File: src/rtl/div_unit_pkg.sv
// Shared defines for the 32-bit iterative divider.
// State encodings, handshake constants and the 64-bit result bus type.
package div_unit_pkg;

  localparam logic [1:0] DivFree   = 2'b00;
  localparam logic [1:0] DivByZero = 2'b01;
  localparam logic [1:0] DivOn     = 2'b10;
  localparam logic [1:0] DivEnd    = 2'b11;

  localparam logic DivResultReady    = 1'b1;
  localparam logic DivResultNotReady = 1'b0;
  localparam logic DivStart          = 1'b1;
  localparam logic DivStop           = 1'b0;

  typedef logic [63:0] DoubleRegBus;

endpackage

File: src/rtl/div_step.sv
// One restoring shift-subtract step of the divider.
// Accumulator layout: {partial remainder[64:32], quotient/dividend bits[31:0]}.
module div_step (
  input  logic [64:0] i_acc,
  input  logic [31:0] i_divisor,
  output logic [64:0] o_acc
);

  logic [33:0] w_cand;
  logic [34:0] w_diff;
  logic        w_lt;
  logic [32:0] w_rem;
  logic        w_unused_top;

  // Shift the next dividend bit into the partial remainder, then trial-subtract.
  assign w_cand = {i_acc[64:32], i_acc[31]};
  assign w_diff = {1'b0, w_cand} - {3'b000, i_divisor};
  assign w_lt   = w_diff[34];
  assign w_rem  = w_lt ? w_cand[32:0] : w_diff[32:0];
  assign o_acc  = {w_rem, i_acc[30:0], ~w_lt};

  assign w_unused_top = w_cand[33] ^ w_diff[33];

endmodule

File: src/rtl/div_unit.sv
// 32-bit iterative restoring divider, 64-bit {rem, quo} result.
// Signed DIV support is built only when DIV_SIGNED_EN is defined.
module div_unit
  import div_unit_pkg::*;
(
  input  logic        clk,
  input  logic        rst,
  input  logic        signed_div_i,
  input  logic [31:0] opdata1_i,
  input  logic [31:0] opdata2_i,
  input  logic        start_i,
  input  logic        annul_i,
  output DoubleRegBus result_o,
  output logic        ready_o
);

  logic [1:0]  r_state;
  logic [5:0]  r_cnt;
  logic [64:0] r_div;
  logic [31:0] r_divisor;
  logic [63:0] r_result;
  logic        r_ready;

  logic [64:0] w_next;
  logic [31:0] w_op1;
  logic [31:0] w_op2;
  logic [31:0] w_quo;
  logic [31:0] w_rem;
  logic        w_accept;

  assign w_accept = (r_state == DivFree) &&
                    (start_i == DivStart) && !annul_i;

`ifdef DIV_SIGNED_EN
  logic r_neg_q;
  logic r_neg_r;
  logic w_sgn1;
  logic w_sgn2;

  assign w_sgn1 = signed_div_i & opdata1_i[31];
  assign w_sgn2 = signed_div_i & opdata2_i[31];
  assign w_op1  = w_sgn1 ? -opdata1_i : opdata1_i;
  assign w_op2  = w_sgn2 ? -opdata2_i : opdata2_i;
  // Remainder follows the dividend's sign, quotient the XOR of signs.
  assign w_quo  = r_neg_q ? -r_div[31:0] : r_div[31:0];
  assign w_rem  = r_neg_r ? -r_div[63:32] : r_div[63:32];

  always_ff @(posedge clk) begin
    if (rst) begin
      r_neg_q <= 1'b0;
      r_neg_r <= 1'b0;
    end else if (w_accept) begin
      r_neg_q <= w_sgn1 ^ w_sgn2;
      r_neg_r <= w_sgn1;
    end
  end
`else
  logic w_unused_sign;

  assign w_unused_sign = signed_div_i;
  assign w_op1 = opdata1_i;
  assign w_op2 = opdata2_i;
  assign w_quo = r_div[31:0];
  assign w_rem = r_div[63:32];
`endif

  div_step u_step (
    .i_acc     (r_div),
    .i_divisor (r_divisor),
    .o_acc     (w_next)
  );

  always_ff @(posedge clk) begin
    if (rst) begin
      r_state   <= DivFree;
      r_cnt     <= 6'd0;
      r_div     <= '0;
      r_divisor <= '0;
      r_result  <= '0;
      r_ready   <= DivResultNotReady;
    end else begin
      unique case (r_state)
        DivFree: begin
          if (w_accept) begin
            r_cnt <= 6'd0;
            if (opdata2_i == 32'd0) begin
              r_state <= DivByZero;
            end else begin
              r_state   <= DivOn;
              r_div     <= {33'd0, w_op1};
              r_divisor <= w_op2;
            end
          end
        end
        DivByZero: begin
          r_state  <= DivEnd;
          r_result <= '0;
          r_ready  <= DivResultReady;
        end
        DivOn: begin
          if (annul_i) begin
            r_state  <= DivFree;
            r_cnt    <= 6'd0;
            r_result <= '0;
            r_ready  <= DivResultNotReady;
          end else if (r_cnt != 6'd32) begin
            r_div <= w_next;
            r_cnt <= r_cnt + 6'd1;
          end else begin
            r_state  <= DivEnd;
            r_cnt    <= 6'd0;
            r_result <= {w_rem, w_quo};
            r_ready  <= DivResultReady;
          end
        end
        DivEnd: begin
          if (start_i == DivStop) begin
            r_state  <= DivFree;
            r_result <= '0;
            r_ready  <= DivResultNotReady;
          end
        end
        default: r_state <= DivFree;
      endcase
    end
  end

  assign result_o = r_result;
  assign ready_o  = r_ready;

endmodule

File: config.mk
export PLATFORM = sky130hd
export DESIGN_NAME = div_unit
export DESIGN_NICKNAME = d
export VERILOG_FILES = /design/src/rtl/div_unit_pkg.sv /design/src/rtl/div_step.sv /design/src/rtl/div_unit.sv
export SDC_FILE = /design/constraint.sdc
export NUM_CORES = 1
export LEC_CHECK = 0
export ABC_CLOCK_PERIOD_IN_PS = 7840
export BUFFER_PORTS_ARGS = -buffer_cell sky130_fd_sc_hd__buf_2
export CAP_MARGIN = 20
export CELL_PAD_IN_SITES_DETAIL_PLACEMENT = 0
export CELL_PAD_IN_SITES_GLOBAL_PLACEMENT = 1
export CORE_UTILIZATION = 45
export CTS_CLUSTER_SIZE = 25
export DETAILED_ROUTE_END_ITERATION = 10
export PLACE_DENSITY = 0.94
export SYNTH_ARGS = -nofsm -noshare
export SYNTH_HDL_FRONTEND = slang
export SYNTH_SLANG_ARGS = --single-unit
File: constraint.sdc
create_clock -name clk -period 7.84 [get_ports clk]
set_input_delay 1.96 -clock clk [delete_from_list [all_inputs] [get_ports clk]]
set_output_delay 1.96 -clock clk [all_outputs]
set_load 0.005 [all_outputs]
# ---- Word-level counts from Yosys, hierarchy flattened
# Cells that the tools add are included.
dict set report word_totals {
  romBits 0
  n_memories 0
  out_inout_bits 65
  wordCells 56
  reg_bits 170
  ram_bits 0
  inputBits 69
  latchBits 0
}
dict set report classes {
  reduce_logical 12
  n_mul 0
  div_mod_pow 0
  mux 24
  n_shift 0
  bitwise_logic 2
  addsub 2
  n_lt_le_gt_ge 0
  n_eq_ne 10
}
# operator count
set op_table {}
lappend op_table {{$mux 65} 4}
lappend op_table {{$mux 64} 3}
lappend op_table {{$pmux 64 s3} 1}
lappend op_table {{$pmux 65 s2} 1}
lappend op_table {{$sub 34x32->35} 1}
lappend op_table {{$mux 33} 1}
lappend op_table {{$logic_not 32->1} 1}
lappend op_table {{$mux 6} 3}
lappend op_table {{$pmux 6 s2} 1}
lappend op_table {{$mux 2} 5}
lappend op_table {{$ne 2x2->1 const B} 5}
lappend op_table {{$reduce_and 3->1} 3}
lappend op_table {{$pmux 2 s4} 1}
lappend op_table {{$add 6x1->6 const B} 1}
lappend op_table {{$ne 6x6->1 const B} 1}
lappend op_table {{$reduce_and 5->1} 1}
lappend op_table {{$eq 2x2->1 const B} 2}
lappend op_table {{$mux 1} 3}
lappend op_table {{$ne 3x3->1 const B} 1}
lappend op_table {{$pmux 1 s3} 1}
lappend op_table {{$reduce_bool 3->1} 1}
lappend op_table {{$eq 2x1->1 const B} 1}
lappend op_table {{$logic_and 1x1->1} 2}
lappend op_table {{$logic_not 2->1} 1}
lappend op_table {{4 further kinds} 5}

# ---- Depth between registers and ports, before layout
# Gate-level depths: netlist (run 1).
dict set report depth {
  ltp_word 5
  mapped_depth 13
  mapped_depth_nobuf 12
}

# ---- Modules after synthesis
# A second synthesis (run 1) with hierarchy kept.
dict set report hier_totals {
  hier_cells 1349
  area_unflattened_um2 10904.2
}
# mod area_each_um2 n_inst cells_per_inst
set by_module_without_submodules {}
lappend by_module_without_submodules {div_unit 8475.6 1 980}
lappend by_module_without_submodules {div_step 2428.6 1 369}

# ---- Least setup slack after synthesis (run 1)
# No wires, ideal clock.
dict set report synth_timing {
  path_type {input port to flip-flop}
  start {input port opdata2_i[24]}
  end {register r_div[64]}
  setup_time_ns 0.059
  t_required_ns 7.781
  cell_stages 10
  t_arrival_ns 3.662
  slack_ns 4.119
  path_cell_list {nor4_1 nand4_1 o21ai_0 nor2_1 a21oi_1 nor3_2 nor2_1 clkbuf_1 o21ai_0 nand2_1}
}
dict set report synth_via {
  elab_chain_cells 3
}
# item line_no
set synth_lines {}
lappend synth_lines {{start: declaration} div_unit.sv:10} ;# input logic [31:0] opdata2_i,
lappend synth_lines {{$logic_not 32->1} div_unit.sv:86} ;# if (opdata2_i == 32'd0) begin
lappend synth_lines {{$ne 2x2->1 (no line)} --}
lappend synth_lines {{$reduce_and 5->1 (no line)} --}
lappend synth_lines {{end signal: assignment} div_unit.sv:90} ;# r_div <= {33'd0, w_op1};
lappend synth_lines {{end signal: assignment} div_unit.sv:107} ;# r_div <= w_next;
lappend synth_lines {{end: declaration} div_unit.sv:19} ;# logic [64:0] r_div;
# Every way passes these cells.
# A chain may end at the register's enable or synchronous reset.

# ---- Final worst setup path (run 1)
dict set report layout_timing {
  start {input port opdata2_i[16]}
  end {register r_div[57]}
}
# The elaborated chain is that of the path after synthesis.

==> results.json, run 1 <==
{
  "status": "completed",
  "crit_chain": "buf_2 -> nor4_1 -> nand4_1 -> o21ai_0 -> nor2_1 -> a21oi_1 -> nor3_4 -> buf_4 -> nor2_2 -> buf_4 -> a32oi_1 -> o21ai_1",
  "critPathMaxFanout": 64,
  "core_um2": 18100,
  "holdWs_ps": 446,
  "finalNetCount": 1255,
  "switchingPower_uw": 568,
  "cts_tree": "yes",
  "worst_slew_pin_slew_ps": 1080,
  "gp_congestion": 0.870,
  "maxSlewHeadroom_pct": 27.6,
  "clockRootBuffer": "clkbuf_16",
  "share_comb_of_total_power_pct": 16.4,
  "overflow": 0,
  "n_fill_cell": 1752,
  "p_clk_share_pct": 41.2,
  "synth_seq_cells": 170,
  "num_vias": 7611,
  "arrival_ps": 4590,
  "switching_share_pct": 26.6,
  "r2r-start": "r_div[31]$_SDFFE_PP0P_",
  "cts_resized": 0,
  "first_pass_iters": 8,
  "via_per_inst": 5.47,
  "rrSetupSlack_ps": 4240,
  "min_from": "result_o[42]$_SDFFE_PP0P_",
  "postCtsHoldBufs": 0,
  "netlist_area_um2": 8440,
  "clock_sinks": 170,
  "period_needed_ps": 4230,
  "p_seq_share_pct": 42.5,
  "ys.warnings.count": 0,
  "drt-total-wl_um": 21200,
  "wl_per_cell_um": 15.3,
  "clk_pin_slew_ps": 60,
  "worst-path-buf-inv": 3,
  "maxCapViolCount": 0,
  "crit_path_start": "opdata2_i[16]",
  "dieWidth_um": 139,
  "p_per_area_nw_per_um2": 218,
  "insertion_delay_ps": 430,
  "synth_fp_nets": 1164,
  "grt_pass1_wl_um": 35200,
  "grt_start_max_net_pins": 80,
  "drcViolationCount": 0,
  "grt_pass1_vias": 7137,
  "tns_ps": 0,
  "crit_family": "compound AO/OA/AOI/OAI gates",
  "io_pins": 134,
  "min_path_type": "flop to flop",
  "slowest_stage": "o21ai_0",
  "setup_viol": 0,
  "synth_cells": 1060,
  "critical-path-max-stage-delay_ps": 480,
  "start_util_pct": 46.5,
  "rsz0062_at_grt": "no",
  "synth_edf_count": 0,
  "postCtsSetupBuffers": 0,
  "dieArea_um2": 19300,
  "worst_ep_required_time_ps": 8200,
  "fp.dieH_um": 139,
  "ys_types": 56,
  "max_freq_mhz": 236,
  "skew_ps": 8.38,
  "yosysSeqAreaShare_pct": 40.3,
  "fin_crit_sh_pct": 54.0,
  "dp_hpwl_um": 14600,
  "p_leak_uw": 0.00413,
  "end_kind": "flop",
  "ir_worst_vdd_uv": 161,
  "finalHoldViolCount": 0,
  "antenna_left": 0,
  "async_flop_share_pct": 0,
  "internal-power_uw": 1570,
  "ys.flop_type": "dfxtp_1",
  "antennaDiodeCount": 0,
  "clock_path_buffers": 2,
  "portBuffers": 132,
  "grt.total_usage_pct": 22.5,
  "drt_iter0_markers": 449,
  "h-tree-depth": 4,
  "crit_type": "input pin to flop",
  "syn_to_final_growth_pct": 16.4,
  "syn_avg_cell_area_um2": 7.96,
  "start_kind": "input pin",
  "cp_common_cell": "buf_4",
  "drv_slew": 0,
  "drive_gt1_share_pct": 16.6,
  "cts-buffers-inserted": 17,
  "placement_rows": 49,
  "antenna_found_initial": 0
}
area by class of cell:
type                       count  area (um^2)  area share, %
timing repair buffer         142          758           7.72
clock buffer                  24          502           5.11
sequential                   170         3400           34.7
tap                          229          287           2.92
multi-input combinational    781         4610           47.0
inverter                      39          146           1.49
clock inverter                 6          111           1.13
metrics by stage:
step	instance area [um^2]	instances	worst slack (ps)	total power (uW)	utilization [%]
floorplan	8440	1060	4120	1200	-
global placement	9180	1360	3210	1270	50.6
detailed placement	9180	1360	3210	1270	50.6
CTS	9790	1390	3630	2150	54.0
global route	9820	1391	3310	2230	54.1
finish	9820	1391	3610	2140	54.1
power by group through the flow:
stage | combinational (uW) | clock, uW | sequential [uW]
detailed placement | 347 | 0 | 926
CTS | 348 | 893 | 907
finish | 350 | 880 | 907
global placement | 342 | 0 | 925
global route | 388 | 929 | 910
floorplan | 283 | 0 | 920
per-layer routing:
layer  wire length (um)  share of wire, %  track usage [%]
met1               9980                47             29.0
met2               9400                44             35.5
met3               1390               6.5             6.04
met4                445               2.1             9.65
met5                  0                 0                0
cell families after synthesis:
family	after synthesis	share of synthesized area, %
and+or+nand+nor	380	19.8
AOI/OAI and AO/OA	304	22.2
DFF	170	40.3
buffers and inverters	109	5.46
adders and majority gates	35	5.28
muxes	33	3.92
xor gates and xnor gates	29	3.01
cell usage in the layout (no fill, tap or decap), types with 7 or more instances in the layout:
| master | synthesis | layout |
|---|---|---|
| nor2_1 | 76 | 73 |
| nand2_1 | 176 | 176 |
| mux2i_1 | 33 | 33 |
| a22o_1 | 7 | 7 |
| nor4_1 | 11 | 10 |
| xor2_1 | 10 | 10 |
| ha_1 | 34 | 34 |
| o21ai_1 | 33 | 33 |
| a32oi_1 | 11 | 11 |
| clkbuf_16 | 0 | 17 |
| nand3_1 | 71 | 71 |
| a21o_1 | 12 | 12 |
| inv_1 | 39 | 39 |
| nand2b_1 | 11 | 10 |
| xnor2_1 | 19 | 19 |
| a21oi_1 | 146 | 146 |
| a211oi_1 | 31 | 31 |
| dfxtp_1 | 170 | 170 |
| o21ai_0 | 20 | 19 |
| buf_4 | 0 | 10 |
| nand4_1 | 7 | 7 |
| buf_2 | 4 | 131 |
path summary, 6_finish.rpt:
kind,endpoint,cells after the start
max reg2reg,r_div[60]$_SDFFE_PP0P_,12
min,result_o[42]$_SDFFE_PP0P_,2
min reg2reg,result_o[42]$_SDFFE_PP0P_,2
max,r_div[57]$_SDFFE_PP0P_,12
cell usage after synthesis (all sizes together), types with 7 or more instances:
| cell type | number | area, um^2 |
|---|---|---|
| a21o | 12 | 90.1 |
| a211oi | 31 | 233 |
| nand2b | 12 | 82.6 |
| nor2 | 76 | 285 |
| xnor2 | 19 | 166 |
| a32oi | 11 | 96.3 |
| o21ai | 55 | 283 |
| mux2i | 33 | 330 |
| inv | 39 | 146 |
| nand2 | 176 | 661 |
| nand3 | 71 | 355 |
| clkbuf | 55 | 208 |
| xor2 | 10 | 87.6 |
| a22o | 7 | 61.3 |
| a21oi | 147 | 747 |
| nand4 | 7 | 43.8 |
| nor4 | 11 | 68.8 |
| buf | 15 | 106 |
| dfxtp | 170 | 3400 |
| ha | 34 | 425 |
state kept, by name, indices dropped and copies added, names as in the netlist:
signal and count:
r_div 65, result_o 64, r_divisor 32, r_cnt 6, r_state 2, ready_o 1
worst min-delay path, cell delays in order, from the launching register on:
cell and delay, ps:
dfxtp_1 300, nand2_1 50, a21oi_1 50
Power figures use the tool's default switching activity.
==> run 2: changes to the inputs <==
Settings changed: ABC_AREA set to 1, ABC_CLOCK_PERIOD_IN_PS 7840 to 3700, CORE_UTILIZATION 45 to 37, PLACE_DENSITY 0.94 to 0.85.
Clock period 7.84 ns to 3.7 ns, I/O delays scaled along.
==> run 2 against run 1 <==
Sequential cell count is the same. Setup slack lost 2500 ps. Clock power grew 110%. Critical endpoint is now r_div[59]$_SDFFE_PP0P_. Via count grew 28%.
==> results.json, run 2 <==
{
  "status": "completed",
  "postCtsSetupBuffers": 0,
  "power_uw": 4960,
  "drive_gt1_share_pct": 15.1,
  "grt_start_max_net_pins": 86,
  "skew_ps": 16.4,
  "rsz0062_at_grt": "no",
  "grt_pass1_wl_um": 47900,
  "maxCapViolCount": 0,
  "p_seq_share_pct": 40.3,
  "setup_slack_ps": 1100,
  "synth_cells": 1546,
  "via_per_inst": 4.88,
  "arrival_ps": 2880,
  "share_comb_of_total_power_pct": 21.8,
  "clockRootBuffer": "clkbuf_16",
  "grt.total_usage_pct": 21.5,
  "yosysMostFrequentCell": "nand2_1",
  "p_clk_share_pct": 37.9,
  "min_path_type": "flop to flop",
  "dieWidth_um": 167,
  "num_vias": 9724,
  "switching_share_pct": 35.3,
  "cts_resized": 0,
  "grt_pass1_vias": 9207,
  "tns_ps": 0,
  "p_leak_uw": 0.00548,
  "synth_commonest_cells": "nand2_1, inv_1, dfxtp_1",
  "h-tree-depth": 4,
  "cts-buffers-inserted": 17,
  "cts_tree": "yes",
  "drt-total-wl_um": 29600,
  "portBuffers": 132,
  "switchingPower_uw": 1750,
  "gp_congestion": 0.943,
  "worst_ep_required_time_ps": 3980,
  "fp.dieH_um": 167,
  "critPathMaxFanout": 25,
  "core_um2": 26900,
  "start_util_pct": 37.6,
  "maxSlewHeadroom_pct": 25.3,
  "p_per_area_nw_per_um2": 429,
  "internal-power_uw": 3210,
  "end_kind": "flop",
  "synth_fp_nets": 1650,
  "ir_worst_vdd_uv": 228,
  "final_cell_mix": "nand2_1, inv_1, dfxtp_1",
  "final_common_cell": "nand2_1",
  "ys.flop_type": "dfxtp_1",
  "first_pass_iters": 5,
  "clock_sinks": 170,
  "placement_rows": 60,
  "syn_to_final_growth_pct": 14.2,
  "largest_reg_flops": 65,
  "max_freq_mhz": 385,
  "ys_types": 44,
  "rrSetupSlack_ps": 1100,
  "clk_pin_slew_ps": 80,
  "async_flop_share_pct": 0,
  "finalHoldViolCount": 0,
  "ys.warnings.count": 0,
  "drt_iter0_markers": 591,
  "yosysTopAreaCell": "dfxtp_1",
  "drv_slew": 0,
  "antenna_found_initial": 1,
  "yosysTopAreaCellShare_pct": 33.6,
  "dieArea_um2": 28000,
  "overflow": 0,
  "clock_path_buffers": 2,
  "drcViolationCount": 0,
  "synth_seq_cells": 170,
  "synth_area_leaders": "dfxtp_1, nand2_1, inv_1",
  "postCtsHoldBufs": 0,
  "setup_viol": 0,
  "dp_hpwl_um": 21400,
  "worst_slew_pin_slew_ps": 1120,
  "finalNetCount": 1741,
  "start_kind": "flop",
  "netlist_area_um2": 10100,
  "fin_crit_sh_pct": 70.3,
  "yosysSeqAreaShare_pct": 33.6,
  "antenna_left": 0,
  "synth_edf_count": 0,
  "period_needed_ps": 2600,
  "wl_per_cell_um": 14.9,
  "io_pins": 134,
  "crit_type": "flop to flop",
  "insertion_delay_ps": 450,
  "syn_avg_cell_area_um2": 6.54,
  "top_register": "r_div",
  "place_ws_ps": 792
}
[run 2: cell types whose count changed in the layout (fill, tap and decap cells not counted), moves of 11 or more]
cell,before,now
mux2i_1,33,0
o21ai_1,33,4
nand2_1,176,460
a21oi_1,146,131
nand3b_1,0,74
nor2_1,73,139
o21ai_0,19,88
inv_1,39,182
inv_2,0,13
a32oi_1,11,0
a21oi_2,0,25
a211oi_1,31,0
a21o_1,12,1
[run 2: metal layers]
| metal | global-route usage, % | vias to the layer above | share of wire [%] |
|---|---|---|---|
| met4 | 5.42 | 0 | 1.5 |
| met2 | 36.3 | 235 | 46 |
| met5 | 0 | - | 0 |
| li1 | - | 5080 | - |
| met1 | 28.2 | 4384 | 47 |
| met3 | 3.88 | 25 | 5.6 |
[run 2: cell families (layout without fill, tap and decap cells)]
family / after synthesis / after routing / synth area share (%)
compound gates: 259 / 259 / 14.2
flops: 170 / 170 / 33.6
buf+inv: 271 / 375 / 11.2
xor+xnor: 16 / 16 / 1.39
other cells: 0 / 1 / 0
simple gates: 795 / 795 / 35.2
fa+ha+maj: 35 / 35 / 4.40
[run 2: cell type report]
cell class	instances	area, um^2
antenna	1	2.50
tap	341	427
fill	2898	15300
multi-input combinational	1105	5590
clock buffer	17	425
clock inverter	15	185
inverter	197	739
timing repair buffer	146	781
sequential	170	3400
[run 2: worst paths after layout]
check	startpoint	end	cells past startpoint
worst max-delay path	r_div[56]$_SDFFE_PP0P_	r_div[59]$_SDFFE_PP0P_	12
worst min-delay path	result_o[15]$_SDFFE_PP0P_	result_o[15]$_SDFFE_PP0P_	2
worst max register to register	r_div[56]$_SDFFE_PP0P_	r_div[59]$_SDFFE_PP0P_	12
worst min register to register	result_o[15]$_SDFFE_PP0P_	result_o[15]$_SDFFE_PP0P_	2
[run 2: power by group through the flow]
stage / combinational (uW) / clock, uW / sequential (uW)
3_3_place_gp: 1070 / 0 / 2040
5_1_grt: 1220 / 2000 / 2010
3_5_place_dp: 1080 / 0 / 2040
2_1_floorplan: 802 / 0 / 2030
4_1_cts: 1080 / 1910 / 2000
6_report: 1080 / 1880 / 2000
[run 2: metrics by stage]
stage	hold slack, ps	std cells	instance area, um^2	util, %
after floorplan	433	1546	10100	-
after global placement	430	1959	10900	40.7
after detailed placement	434	1959	10900	40.7
after CTS	446	1991	11600	43.0
after global routing	465	1992	11600	43.0
final	443	1992	11600	43.0
[run 2: worst max-delay path: stages, from the launching register on]
cell and delay [ps]:
dfxtp_1 360, ha_1 400, a21oi_1 280, nand2_1 170
a21oi_4 190, nor2_4 60, nor2_8 180, buf_4 410
nand3_1 120, nand2_1 80, inv_1 40, nand2_1 70
a21oi_2 50
==> run 3: changes to the inputs <==
Settings changed: ABC_CLOCK_PERIOD_IN_PS 3700 to 2200.
Clock period 3.7 ns to 2.2 ns, I/O delays scaled along.
==> run 3 against run 2 <==
Sequential cell count unchanged. Sequential power increased by 68%. Worst hold slack worse by 66 ps. Critical endpoint is now r_div[60]$_SDFFE_PP0P_. Largest cell class unchanged. Largest power group unchanged. Highest routed layer unchanged.
==> results.json, run 3 (synthesis gave the netlist of run 2 again) <==
{
  "finalHoldViolCount": 0,
  "place_ws_ps": -13.9,
  "top_register": "r_div",
  "num_vias": 10057,
  "largest_reg_flops": 65,
  "drv_slew": 0,
  "skew_ps": 17.6,
  "drt_iter0_markers": 663,
  "rrSetupSlack_ps": 100,
  "tns_ps": 0,
  "multi_input_area_um2": 5940,
  "rsz0062_at_grt": "yes",
  "portBuffers": 132,
  "p_leak_uw": 0.00591,
  "max_freq_mhz": 477,
  "dp_hpwl_um": 22200,
  "io_pins": 134,
  "antenna_left": 0,
  "end_kind": "flop",
  "first_pass_iters": 6,
  "ff2ff_path_depth": 12,
  "share_comb_of_total_power_pct": 24.4,
  "holdPathEnd": "r_divisor[17]$_SDFFE_PP0P_",
  "clk_pin_slew_ps": 90,
  "min_from": "opdata2_i[17]",
  "worst_slew_pin_slew_ps": 486,
  "grt.total_usage_pct": 21.7,
  "arrival_ps": 2420,
  "drt-total-wl_um": 30200,
  "p_seq_share_pct": 38.6,
  "drcViolationCount": 0,
  "r2r-start": "r_divisor[29]$_SDFFE_PP0P_",
  "grt_pass1_wl_um": 48400,
  "finalNetCount": 1803,
  "fin_crit_sh_pct": 95.3,
  "internal-power_uw": 5650,
  "postCtsHoldBufs": 0,
  "switching_share_pct": 35.0,
  "antenna_found_initial": 1,
  "start_kind": "flop",
  "status": "completed",
  "grt_start_max_net_pins": 86,
  "worst_ep_required_time_ps": 2520,
  "holdWs_ps": 378,
  "maxSlewHeadroom_pct": 67.5,
  "h-tree-depth": 4,
  "setup_viol": 0,
  "p_per_area_nw_per_um2": 690,
  "overflow": 0,
  "wl_per_cell_um": 14.7,
  "ir_worst_vdd_uv": 489,
  "reg2reg_to": "r_div[60]$_SDFFE_PP0P_",
  "clock_sinks": 170,
  "maxCapViolCount": 0,
  "drive_gt1_share_pct": 21.5,
  "cts-buffers-inserted": 17,
  "dieWidth_um": 167,
  "via_per_inst": 4.90,
  "final_cell_mix": "nand2_1, inv_1, dfxtp_1",
  "core_um2": 26900,
  "n_fill_cell": 2794,
  "clockRootBuffer": "clkbuf_16",
  "critPathMaxFanout": 12,
  "fp.dieH_um": 167,
  "min_delay_path_depth": 3,
  "placement_rows": 60,
  "dieArea_um2": 28000,
  "insertion_delay_ps": 460,
  "clock_path_buffers": 2,
  "power_uw": 8700,
  "min_path_type": "input pin to flop",
  "grt_pass1_vias": 9531,
  "p_clk_share_pct": 36.9,
  "switchingPower_uw": 3050,
  "setup_slack_ps": 103,
  "cts_tree": "yes",
  "start_util_pct": 37.6,
  "crit_type": "flop to flop",
  "syn_to_final_growth_pct": 24.8,
  "gp_congestion": 0.929,
  "period_needed_ps": 2100,
  "seqCellArea_um2": 3410,
  "final_common_cell": "nand2_1"
}
==> run 3: power groups by stage <==
stage | clock, uW | combinational [uW] | sequential [uW]
CTS | 3270 | 2000 | 3360
finish | 3220 | 2130 | 3360
global placement | 0 | 1980 | 3420
floorplan | 0 | 1350 | 3410
detailed placement | 0 | 1990 | 3430
global route | 3400 | 2380 | 3380
==> run 3: metrics by stage <==
stage | instance area [um^2] | instances | util (%)
final | 12600 | 2054 | 47.0
after global routing | 12600 | 2054 | 47.0
after CTS | 12200 | 2051 | 45.4
after floorplan | 10100 | 1546 | -
after global placement | 11600 | 2019 | 43.0
after detailed placement | 11600 | 2019 | 43.0
==> run 3: routing by layer <==
metal	GRT usage, %	part of all wire, %	vias to the layer above	wire [um]
li1	-	-	5213	-
met5	0	0	-	0
met2	35.0	45	221	13600
met3	3.81	4.2	60	1270
met4	8.38	2.9	0	889
met1	28.6	48	4563	14500
==> run 3: critical path: stages (launching register included) <==
cell and delay [ps]:
dfxtp_1 310, inv_1 60, ha_1 370, nand2_2 120, nor2_1 160, nand2_1 140
nor2_2 190, nand2_4 110, nand2_8 100, buf_12 140, nand3_1 110, nand2_1 100
a21oi_2 50
==> run 3: how the worst max path moves through the flow <==
stage | from | depth (start not counted) | to | slack, ps
after global routing | r_divisor[13]$_SDFFE_PP0P_ | 17 | r_div[63]$_SDFFE_PP0P_ | -10
after global placement | opdata2_i[16] | 8 | r_div[20]$_SDFFE_PP0P_ | 10
after detailed placement | opdata2_i[16] | 8 | r_div[32]$_SDFFE_PP0P_ | -10
after CTS | r_div[31]$_SDFFE_PP0P_ | 13 | r_div[60]$_SDFFE_PP0P_ | 20
final | r_divisor[29]$_SDFFE_PP0P_ | 12 | r_div[60]$_SDFFE_PP0P_ | 100
after floorplan | r_div[31]$_SDFFE_PP0P_ | 14 | r_div[62]$_SDFFE_PP0P_ | 190
==> run 3: timing repair <==
| item | 4_1_cts | 5_1_grt |
|---|---|---|
| setup buffers | 0 | 1 |
| resized for setup | 2 | 67 |
| setup endpoints to repair | 16 | 33 |
| pin swaps | 0 | 8 |
| cloned | 0 | 1 |
==> run 3: layout make-up <==
class,count,share of cell area (%)
clock inverter,15,1.62
sequential,170,27.0
inverter,197,5.86
multi-input combinational,1105,47.1
timing repair buffer,208,11.7
clock buffer,17,3.37
antenna,1,0.0198
tap,341,3.38
